### config.mk
export PLATFORM = sky130hd
export DESIGN_NAME = control_unit_flat
export DESIGN_NICKNAME = d
export VERILOG_FILES = /design/src/rtl/control_unit_if.sv /design/src/rtl/control_unit.sv /design/src/flat_wrapper.sv
export SDC_FILE = /design/constraint.sdc
export NUM_CORES = 1
export LEC_CHECK = 0
export ABC_AREA = 1
export CAP_MARGIN = 20
export CORE_MARGIN = 2
export CORE_UTILIZATION = 29
export CTS_BUF_LIST = sky130_fd_sc_hd__clkbuf_16
export CTS_CLUSTER_DIAMETER = 80
export CTS_CLUSTER_SIZE = 30
export DETAILED_ROUTE_END_ITERATION = 10
export DONT_BUFFER_PORTS = 1
export HOLD_SLACK_MARGIN = 0.12
export PLACE_DENSITY = 0.44
export SETUP_SLACK_MARGIN = 0.15
export SYNTH_ARGS = -nofsm -noshare
export SYNTH_HDL_FRONTEND = slang
export SYNTH_SLANG_ARGS = --single-unit
### constraint.sdc
create_clock -name clk -period 2 [get_ports clk]
set_input_delay 0.6 -clock clk [delete_from_list [all_inputs] [get_ports clk]]
set_output_delay 0.6 -clock clk [all_outputs]
set_load 0.05 [all_outputs]
### src/rtl/control_unit_if.sv
// Instruction-memory and ALU connections of the control unit, bundled so the
// controller (master) and the memory/ALU side (slave) see consistent directions.
interface control_unit_if #(
    parameter int ADDR_W = 8
);
    logic [ADDR_W-1:0] imem_addr;
    logic [7:0]        imem_data;
    logic [3:0]        alu_a;
    logic [3:0]        alu_b;
    logic [3:0]        alu_opcode;
    logic [3:0]        alu_result;
    logic              alu_zero;

    modport master (
        output imem_addr, alu_a, alu_b, alu_opcode,
        input  imem_data, alu_result, alu_zero
    );

    modport slave (
        input  imem_addr, alu_a, alu_b, alu_opcode,
        output imem_data, alu_result, alu_zero
    );
endinterface

### src/rtl/control_unit.sv
// Multi-cycle controller for a tiny 4-register, 4-bit machine: fetches bytes
// from a synchronous-read memory, drives an external ALU and sequences LDI/JZ/HALT.
module control_unit #(
    parameter int ADDR_W = 8
) (
    input  logic          clk,
    input  logic          reset,
    control_unit_if.master bus,
    output logic          instr_done,
    output logic          halted,
    input  logic [1:0]    dbg_sel,
    output logic [3:0]    dbg_data
);

    typedef enum logic [2:0] {
        FETCH,
        DECODE,
        EXEC,
        FETCH2,
        OPERAND,
        HALT
    } state_t;

    localparam logic [3:0] OP_LDI  = 4'b1001;
    localparam logic [3:0] OP_JZ   = 4'b1010;
    localparam logic [3:0] OP_HALT = 4'b1111;

    state_t            state;
    logic [ADDR_W-1:0] pc;
    logic [3:0]        ir_op;
    logic [1:0]        ir_rd;
    logic [3:0]        regs [4];
    logic              z;
    logic [3:0]        alu_a_q;
    logic [3:0]        alu_b_q;
    logic [3:0]        alu_op_q;

    logic [3:0]        dec_op;
    logic [1:0]        dec_rd;
    logic [1:0]        dec_rs;
    logic              dec_alu;
    logic              dec_two_byte;
    logic [ADDR_W-1:0] pc_next;
    logic [ADDR_W-1:0] jump_target;

    // The instruction byte is only valid during DECODE (one cycle after FETCH).
    assign dec_op       = bus.imem_data[7:4];
    assign dec_rd       = bus.imem_data[3:2];
    assign dec_rs       = bus.imem_data[1:0];
    assign dec_alu      = (dec_op >= 4'd1) && (dec_op <= 4'd8);
    assign dec_two_byte = (dec_op == OP_LDI) || (dec_op == OP_JZ);
    assign pc_next      = pc + ADDR_W'(1);
    assign jump_target  = ADDR_W'(bus.imem_data);

    assign bus.imem_addr  = pc;
    assign bus.alu_a      = alu_a_q;
    assign bus.alu_b      = alu_b_q;
    assign bus.alu_opcode = alu_op_q;
    assign dbg_data       = regs[dbg_sel];

    // Single-byte non-ALU instructions retire in DECODE, so this pulse has to
    // look at the incoming byte rather than wait a cycle.
    assign instr_done = (state == EXEC) || (state == OPERAND) ||
                        ((state == DECODE) && !dec_alu && !dec_two_byte);

    always_ff @(posedge clk or posedge reset) begin
        if (reset) begin
            state    <= FETCH;
            pc       <= '0;
            ir_op    <= '0;
            ir_rd    <= '0;
            z        <= 1'b0;
            halted   <= 1'b0;
            alu_a_q  <= '0;
            alu_b_q  <= '0;
            alu_op_q <= '0;
            regs[0]  <= '0;
            regs[1]  <= '0;
            regs[2]  <= '0;
            regs[3]  <= '0;
        end else begin
            case (state)
                FETCH: begin
                    state <= DECODE;
                end
                DECODE: begin
                    ir_op <= dec_op;
                    ir_rd <= dec_rd;
                    pc    <= pc_next;
                    // Operands are captured here, so rd == rs reads the pre-write value twice.
                    if (dec_alu) begin
                        alu_a_q  <= regs[dec_rd];
                        alu_b_q  <= regs[dec_rs];
                        alu_op_q <= dec_op;
                        state    <= EXEC;
                    end else if (dec_two_byte) begin
                        state <= FETCH2;
                    end else if (dec_op == OP_HALT) begin
                        halted <= 1'b1;
                        state  <= HALT;
                    end else begin
                        state <= FETCH;
                    end
                end
                EXEC: begin
                    regs[ir_rd] <= bus.alu_result;
                    z           <= bus.alu_zero;
                    alu_a_q     <= '0;
                    alu_b_q     <= '0;
                    alu_op_q    <= '0;
                    state       <= FETCH;
                end
                FETCH2: begin
                    state <= OPERAND;
                end
                OPERAND: begin
                    if (ir_op == OP_LDI) begin
                        regs[ir_rd] <= bus.imem_data[3:0];
                    end
                    if ((ir_op == OP_JZ) && z) begin
                        pc <= jump_target;
                    end else begin
                        pc <= pc_next;
                    end
                    state <= FETCH;
                end
                HALT: begin
                    state <= HALT;
                end
                default: begin
                    state <= FETCH;
                end
            endcase
        end
    end

endmodule
### src/flat_wrapper.sv
// flat-port wrapper written by rule: the top's interface ports become plain ports
module control_unit_flat 
#(
    parameter int ADDR_W = 8
)
  (clk, reset, instr_done, halted, dbg_sel, dbg_data, bus_imem_addr, bus_alu_a, bus_alu_b, bus_alu_opcode, bus_imem_data, bus_alu_result, bus_alu_zero);
  control_unit_if #(.ADDR_W(ADDR_W)) bus_i ();
  input  logic clk;
  input  logic reset;
  output logic instr_done;
  output logic halted;
  input  logic [1:0] dbg_sel;
  output logic [3:0] dbg_data;
  output wire logic [$bits(bus_i.imem_addr)-1:0] bus_imem_addr;
  output wire logic [$bits(bus_i.alu_a)-1:0] bus_alu_a;
  output wire logic [$bits(bus_i.alu_b)-1:0] bus_alu_b;
  output wire logic [$bits(bus_i.alu_opcode)-1:0] bus_alu_opcode;
  input wire logic [$bits(bus_i.imem_data)-1:0] bus_imem_data;
  input wire logic [$bits(bus_i.alu_result)-1:0] bus_alu_result;
  input wire logic [$bits(bus_i.alu_zero)-1:0] bus_alu_zero;
  assign bus_imem_addr = bus_i.imem_addr;
  assign bus_alu_a = bus_i.alu_a;
  assign bus_alu_b = bus_i.alu_b;
  assign bus_alu_opcode = bus_i.alu_opcode;
  assign bus_i.imem_data = bus_imem_data;
  assign bus_i.alu_result = bus_alu_result;
  assign bus_i.alu_zero = bus_alu_zero;
  control_unit #(.ADDR_W(ADDR_W)) u_core (.clk(clk), .reset(reset), .bus(bus_i), .instr_done(instr_done), .halted(halted), .dbg_sel(dbg_sel), .dbg_data(dbg_data));
endmodule
==> run metrics <==
number of vias per cell=4.925; Post-Layout Cell Count=507; antenna violations before repair=0; final instance area=3372 um^2; most numerous cell in the Yosys netlist=nand2_1; Post-Syn Instances=370; asr flop ratio synth=100.0%; DR pass1 iterations=4; Lkg Pwr=1.622 nW; die area=10,030 um^2; pwr dens=1708 nW/um^2; max cap viols=0; CTS tree=done; Reg clk slew, reported paths=0.07 ns; crit path from=u_core.state[2]; antenna cell count=0; first-pass GRT wire length=12,230 um; type of origin of the critical path=flip-flop; final worst path period need=1.935 ns; Routed WL per cell=14.74 um; cell area after synthesis=2680 um^2; Setup TNS=0 ns; reg2reg end=u_core.bus.alu_b[3]; vias in the first global route=2,366; antenna-violating nets left=0; maximum vdd drop=683.5 uV; fill cell count=988; worst-skew pair later-pin latency=0.29 ns; synth top area cells=dfrtp_1 44%, nand2_1 16%, nand3_1 9.3%; final HPWL from detailed placement=5419 um; Mapped Nets=388; width of the die=100.1 um; GPL Wtd Cong=0.8256; layout cells sized above 1=21.97%; Core ar.=9109 um^2; CTS root buf=clkbuf_16; First DRT Iteration DRCs=93; register area share after synthesis=43.88%; Worst setup EP type=output pin; I/O pins=43; dpl cell area=3028 um^2; reg2reg path depth=13; CP Max Fanout=4; Setup CP Type=reg -> out; final hold vios=0; # rows=35; final-stage net count=413; Die Y=100.1 um; Post-synth EDFFs=0; overall power=5.760 mW; Initial Util=29.42%; Layout Skew=0.008286 ns; Netlist cell types=26; status=completed; worst reg-to-reg setup slack=0.27 ns; Max Slew Vio Count=0; Clock Sinks=47; htree depth=2; RR Startpoint=u_core.regs[11]; routed wire length=7473 um; Worst slew margin=60.28%; Port-buffer cells=0; Max Clock Freq=516.7 MHz; Area Growth Syn to Fin=25.82%; Syn. warnings=0; area leader, netlist=dfrtp_1; Tcrit/Tclk final=96.77%; Vias=2,497; RSZ-0062 raised after global routing=true; FF+latch count, synth=47; CP arrival=1.34 ns; largest net degree at the start of global routing=48; # placed instances=486; Max Root-Sink Buffers=2; TritonCTS Buffers=5; total grt overflow=0; Yosys top cell area share=43.88%; Synth top cells by count=113 x nand2_1, 50 x nand3_1, 47 x dfrtp_1; DRC viols=0; Hold Path Class=in -> async; Final setup viols=0; syn avg cell area=7.243 um^2; WP data required=1.40 ns; Worst Tran Pin Value=0.5958 ns; GRT Util Overall=15.44%; Post-synth top flop=dfrtp_1
## cell families (layout without fill, tap and decap cells)
logic type	Yosys count	after routing	synth area share, %
adder cells (fa/ha/maj)	1	1	0.4668
buffers and inverters	49	75	7.610
AO/OA/AOI/OAI	69	69	14.05
flip-flops	47	47	43.88
multiplexers	1	1	0.4201
AND/OR/NAND/NOR	203	203	33.57
## worst max-delay path by stage
stage	end	cells after the start
detailed placement	dbg_data[0]	5
global route	instr_done	6
finish	instr_done	5
floorplan	dbg_data[1]	5
global placement	dbg_data[0]	5
CTS	instr_done	6
## metrics by stage
step	hold slack, ns	util [%]	setup WS [ns]
finish	0.2218	37.02	0.06450
floorplan	0.4491	-	0.1428
global placement	0.4709	33.24	0.1067
detailed placement	0.4776	33.24	0.09498
CTS	0.2379	36.40	0.07987
global route	0.2421	37.02	0.008681
## state kept, by name (all words and copies together), names as in the netlist
register	flops
u_core.halted	1
u_core.z	1
u_core.bus.imem_addr	8
u_core.bus.alu_b	4
u_core.bus.alu_a	4
u_core.regs	16
u_core.bus.alu_opcode	4
u_core.ir_op	4
u_core.ir_rd	2
u_core.state	3
## power by group
group	switching, mW	internal [mW]	leakage [nW]
sequential	0.918	1.37	0.541
combinational	1.54	0.962	0.997
clock	0.378	0.597	0.0844
total	2.83	2.93	1.62
## final cells by class
cell class | count | area, um^2 | area share (%)
clock buffer | 5 | 125.1 | 3.711
clock inverter | 3 | 47.55 | 1.410
inverter | 39 | 162.7 | 4.824
multi-input combinational | 274 | 1435 | 42.56
sequential | 47 | 1179 | 34.95
tap | 111 | 138.9 | 4.119
timing repair buffer | 28 | 284.0 | 8.423
## cells in the final DEF, fill, tap and decap left out, types with 3 or more instances in the layout
master	netlist	routed
nand2_1	113	112
nand3_1	50	50
dfrtp_1	47	45
o21ai_0	40	32
inv_1	34	28
buf_4	1	20
nor2_1	21	19
inv_2	5	9
a21oi_1	20	9
o21ai_2	4	7
o21ai_1	2	6
a21oi_2	0	6
nand2_2	5	5
nand3_2	5	5
a21oi_4	0	5
clkbuf_16	0	5
buf_12	0	5
nand4_1	3	3
nand3b_1	3	3
buf_6	2	3
## repair_timing
| action | 4_1_cts | 5_1_grt |
|---|---|---|
| buffers inserted | 11 | 2 |
| gates resized for setup | 14 | 14 |
| pin swaps | 5 | 5 |
| hold buffers | 0 | 0 |
| setup endpoints to repair | 4 | 7 |
## per-layer routing
layer	vias to the layer above	GRT usage, %	share of wire, %	wire (um)
met5	-	0	0	0
li1	1260	-	-	-
met4	0	4.953	1.1	79
met3	7	2.786	4.3	318
met1	1173	21.06	47	3501
met2	57	24.88	48	3573
## worst max-delay path, cell delays in order, from the launching register on
cell and delay, ns:
dfrtp_2 0.44, buf_4 0.15, nand2_2 0.08, nand2_4 0.05, o21bai_4 0.17, buf_12 0.15
Note: power is estimated with default switching activity, not from simulation.
